[src/rtl/led_pkg.sv]
// rtl/led_pkg.sv - Mode encodings, FSM state codes and initial patterns for the LED sequencer.
package led_pkg;

    typedef enum logic [1:0] {
        MODE_BLINK    = 2'b00,
        MODE_WALK     = 2'b01,
        MODE_PINGPONG = 2'b10,
        MODE_COUNT    = 2'b11
    } mode_t;

    typedef enum logic [1:0] {
        ST_IDLE   = 2'b00,
        ST_RUN    = 2'b01,
        ST_PAUSED = 2'b10
    } state_t;

    localparam logic [7:0] INIT_BLINK    = 8'hFF;
    localparam logic [7:0] INIT_WALK     = 8'h01;
    localparam logic [7:0] INIT_PINGPONG = 8'h01;
    localparam logic [7:0] INIT_COUNT    = 8'h00;

    function automatic logic [7:0] init_pattern(input mode_t m);
        case (m)
            MODE_BLINK:    init_pattern = INIT_BLINK;
            MODE_WALK:     init_pattern = INIT_WALK;
            MODE_PINGPONG: init_pattern = INIT_PINGPONG;
            default:       init_pattern = INIT_COUNT;
        endcase
    endfunction

endpackage

[src/rtl/led_step_timer.sv]
// rtl/led_step_timer.sv - Prescaler producing one step per (BASE_DIV >> speed) running cycles.
module led_step_timer #(
    parameter int unsigned BASE_DIV = 50_000_000,
    parameter int unsigned CNT_W    = 26
) (
    input  logic       clk,
    input  logic       reset,
    input  logic       run,
    input  logic       clear,
    input  logic [1:0] speed,
    output logic       tick,
    output logic       step
);

    logic [CNT_W-1:0] cnt;
    logic [CNT_W-1:0] limit;

    // >= rather than == so that a speed increase past the current count wraps at once
    assign limit = CNT_W'((BASE_DIV >> speed) - 1);
    assign tick  = run && (cnt >= limit);

    always_ff @(posedge clk) begin
        if (reset) begin
            cnt  <= '0;
            step <= 1'b0;
        end else if (clear) begin
            cnt  <= '0;
            step <= 1'b0;
        end else if (run) begin
            cnt  <= tick ? '0 : cnt + 1'b1;
            step <= tick;
        end else begin
            step <= 1'b0;
        end
    end

endmodule

[src/rtl/led_pattern_sequencer.sv]
// rtl/led_pattern_sequencer.sv - Start/stop/pause LED pattern scheduler; LED_PWM_EN adds a brightness PWM stage.
module led_pattern_sequencer
    import led_pkg::*;
#(
    parameter int unsigned BASE_DIV = 50_000_000,
    parameter int unsigned CNT_W    = 26
) (
    input  logic       CLOCK_50,
    input  logic       reset,
    input  logic       start,
    input  logic       stop,
    input  logic       pause,
    input  logic [1:0] mode,
    input  logic [1:0] speed,
`ifdef LED_PWM_EN
    input  logic [2:0] brightness,
`endif
    output logic [7:0] LEDG,
    output logic       busy,
    output logic       step
);

    state_t     state;
    mode_t      mode_q;
    logic [7:0] pattern;
    logic       dir_up;
    logic       active;
    logic       timer_run;
    logic       timer_clear;
    logic       tick;

    assign active      = (state != ST_IDLE);
    assign timer_run   = active && !pause && !stop && !start;
    assign timer_clear = start || stop;

    led_step_timer #(
        .BASE_DIV (BASE_DIV),
        .CNT_W    (CNT_W)
    ) u_timer (
        .clk   (CLOCK_50),
        .reset (reset),
        .run   (timer_run),
        .clear (timer_clear),
        .speed (speed),
        .tick  (tick),
        .step  (step)
    );

    always_ff @(posedge CLOCK_50) begin
        if (reset) begin
            state   <= ST_IDLE;
            mode_q  <= MODE_BLINK;
            pattern <= 8'h00;
            dir_up  <= 1'b1;
            busy    <= 1'b0;
        end else if (stop) begin
            state   <= ST_IDLE;
            pattern <= 8'h00;
            dir_up  <= 1'b1;
            busy    <= 1'b0;
        end else if (start) begin
            state   <= ST_RUN;
            mode_q  <= mode_t'(mode);
            pattern <= init_pattern(mode_t'(mode));
            dir_up  <= 1'b1;
            busy    <= 1'b1;
        end else if (active) begin
            state <= pause ? ST_PAUSED : ST_RUN;
            if (tick) begin
                case (mode_q)
                    MODE_BLINK: pattern <= ~pattern;
                    MODE_WALK:  pattern <= {pattern[6:0], pattern[7]};
                    MODE_PINGPONG: begin
                        // direction flips on the step that lands on an end bit
                        if (dir_up) begin
                            pattern <= pattern << 1;
                            if (pattern == 8'h40) dir_up <= 1'b0;
                        end else begin
                            pattern <= pattern >> 1;
                            if (pattern == 8'h02) dir_up <= 1'b1;
                        end
                    end
                    default:    pattern <= pattern + 8'h01;
                endcase
            end
        end
    end

`ifdef LED_PWM_EN
    logic [2:0] pwm_cnt;

    always_ff @(posedge CLOCK_50) begin
        if (reset) begin
            pwm_cnt <= 3'd0;
            LEDG    <= 8'h00;
        end else begin
            pwm_cnt <= pwm_cnt + 3'd1;
            LEDG    <= pattern & {8{pwm_cnt <= brightness}};
        end
    end
`else
    assign LEDG = pattern;
`endif

endmodule
[config.mk]
export PLATFORM = sky130hd
export DESIGN_NAME = led_pattern_sequencer
export DESIGN_NICKNAME = d
export VERILOG_FILES = /design/src/rtl/led_pkg.sv /design/src/rtl/led_step_timer.sv /design/src/rtl/led_pattern_sequencer.sv
export SDC_FILE = /design/constraint.sdc
export NUM_CORES = 1
export LEC_CHECK = 0
export CAP_MARGIN = 10
export CORE_MARGIN = 8
export CORE_UTILIZATION = 50
export DETAILED_ROUTE_END_ITERATION = 12
export DONT_BUFFER_PORTS = 1
export PLACE_DENSITY = 0.7
export SLEW_MARGIN = 20
export SYNTH_ARGS = -nofsm -noshare
export SYNTH_HDL_FRONTEND = slang
export SYNTH_SLANG_ARGS = --single-unit
[constraint.sdc]
create_clock -name CLOCK_50 -period 3.4 [get_ports CLOCK_50]
set_clock_uncertainty 0.05 [all_clocks]
set_input_delay 0.68 -clock CLOCK_50 [delete_from_list [all_inputs] [get_ports CLOCK_50]]
set_output_delay 0.68 -clock CLOCK_50 [all_outputs]
set_load 0.005 [all_outputs]
==> impl_results.md <==
- Die X-Extent: 90.6 um
- Fin util: 0.538
- Post-synth top cells: nor2_1, dfxtp_1, nand2_1, ha_1
- Antenna violations before repair: 0
- IO Pins: 19
- Starting Density: 0.511
- Design area: 2930 um2
- Worst stage delay on the critical path: 0.43 ns
- Synthesis-to-finish area growth: 5.27%
- FF-to-FF path depth: 7
- Routed vias: 2366
- Max FO, Critical Path: 6
- Die footprint: 8200 um2
- Biggest area consumer among synthesized cells: dfxtp_1
- Crit. path cell count: 10
- Gr ovfl total: 0
- Global-route wire length before repair: about 10 mm
- Mapped Cells: 342
- Antenna-violating nets left: 0
- Asr flop ratio synth: 0
- Worst setup margin: 0.790 ns
- Antenna cells: 0
- Worst rel slew slack: 0.523
- Hold Buf Count CTS: 0
- Pre-antenna DRT Iters: 4
- Main synth FF type: dfxtp_1
- Clock slew at reported path FFs: 0.09 ns
- # setup viols final: 0
- Nets: 370
- Fin crit period: between 2 and 3 ns
- Reg2reg start: u_timer.cnt[4]
- Area of the multi-input gates: 1820 um2
- Worst path bufs/invs: 2
- Sink Count: 41
- Fin Setup TNS: 0 ns
- Max Cap Violations: 0
- Share of the synthesized area in the top cell type: 0.295
- Worst hold margin: around 0.38 ns
- Drt total wl: 5.92 mm
- Synth top area cells: dfxtp_1, ha_1, nor2_1
- Post-DP HPWL: approximately 4.5 mm
- Worst path arrival time: 2.79 ns
- Largest net degree at the start of global routing: 20
- Most common cell in the netlist: nor2_1
- Status: complete, no violations
- CTS tree: built
- Core ar.: 5440 um2
- Fill cells: 505
- Post-CTS setup buffer count: 0
- Register area: 821 um2
- Ratio of final minimum period to clock period: 0.768
- Hold Path Class: primary input to flop
- WS Path Type: primary input to flop
- RSZ-0062 raised after global routing: false
- Post-synth EDFFs: 0
- Sequential area share after synthesis: 0.295
- First-iteration detailed-routing DRC count: 78
- Hold path depth: 1
- Routability congestion estimate: 0.849
- Routed wire length per instance: between 10 and 15 um
- #FFs+latches synth: 41
- Cell mode on critical path: inv_1
- Worst setup path start: speed[1]
- CP Capture Type: flop
- CTS Buf Count: 5
- Placed cell areas: 2810 um2
- DRC viols: 0
- Kind of start point of the critical path: primary input
- Tot GR Track Use: 0.147
- Crit path max-delay cell type: a21oi_2
- CP top delay family: compound AO/OA/AOI/OAI gates
- Post-CTS resize count: 0
- Max Freq: ~380 MHz
- CTS root buf: clkbuf_8
- Avg Cell Area, Syn: 8.13 um2
- Worst skew pair latency: 0.30 ns
- # rows: 27
- Dpl ws: 0.496 ns
- Worst Tran Pin Value: 0.713 ns
- Vias/cell: between 5 and 6
- Port bufs: 0
- Critical-path cell list: inv_1 > nand2_1 > inv_1 > ha_1 > a21oi_1 > o21ai_0 > a311oi_2 > nand4_2 > a21oi_2 > mux2i_1
- LEAKAGE: about 1.1 nW
- Number of global-route vias before repair: 2174
- Maximum root-to-sink buffer count: 2
- Die height: 90.6 um
- Layout cells sized above 1: 0.0826
- Synth warn: 0
- Worst EP required: 3.58 ns
- Pwr dens: 333 nW/um2
- Mapped Area: 2780 um2
- VDD IR max: 243 uV
- Final hold vios: 0
- Slew Limit Fails: 0
- Synth cell types: 54
- H-tree depth: 2
- Hold Path Origin: reset
worst paths after layout:
| check | endpoint | slack, ns |
|---|---|---|
| max | LEDG[6] | 0.79 |
| min | mode_q[1] | 0.38 |
| max reg2reg | LEDG[7] | 1.05 |
| min reg2reg | state[1] | 0.46 |
logic make-up after synthesis:
group | Yosys count | share of synthesized area
AOI/OAI and AO/OA | 57 | 0.134
muxes | 13 | 0.0473
buffers and inverters | 30 | 0.0509
other | 2 | 0.00270
and+or+nand+nor | 145 | 0.269
DFF | 41 | 0.295
xor gates and xnor gates | 31 | 0.0977
adders and majority gates | 23 | 0.104
state kept, by name, indices dropped and copies added (netlist names):
register      count
dir_up            1
state             2
u_timer.step      1
u_timer.cnt      26
mode_q            2
busy              1
LEDG              8
cells in the final DEF (no fill, tap or decap), types with 12 or more instances in the layout:
| cell type | n |
|---|---|
| inv_1 | 14 |
| nand3_1 | 12 |
| nand2_1 | 31 |
| dfxtp_1 | 41 |
| ha_1 | 23 |
| mux2i_1 | 12 |
| xor2_1 | 17 |
| nor2_1 | 48 |
| o21ai_0 | 17 |
| xnor2_1 | 14 |
| a21oi_1 | 13 |
layout make-up:
cell class,instances,share of cell area
multi-input combinational,273,0.624
sequential,41,0.281
tap,72,0.0308
clock buffer,5,0.0235
inverter,14,0.0180
clock inverter,3,0.0158
timing repair buffer,3,0.00770
through the flow:
step                      std cells  total power, mW
final                           411            0.975
after detailed placement        403            0.588
after floorplan                 344            0.578
after global routing            411             1.02
after global placement          403            0.586
after CTS                       411            0.988
report_power, final:
| group | internal (mW) | switching, mW | total, mW |
|---|---|---|---|
| sequential | 0.486 | 0.0165 | 0.502 |
| combinational | 0.0320 | 0.0431 | 0.0751 |
| clock | 0.220 | 0.178 | 0.397 |
| total | 0.738 | 0.237 | 0.975 |
worst reg2reg max path, cell delays in order (launching register included):
cell       delay (ns)
dfxtp_1          0.38
ha_1             0.32
nand4_1          0.10
a2111oi_0        0.47
o2111ai_1        0.25
and4_2           0.31
nor4_2           0.29
a2111oi_2        0.08
per-layer routing:
layer  global-route usage  wire [um]
met1                0.174       2680
met2                0.231       2700
met3               0.0432        405
met4               0.0832        136
met5                    0          0
(Power assumes the default switching activity.)
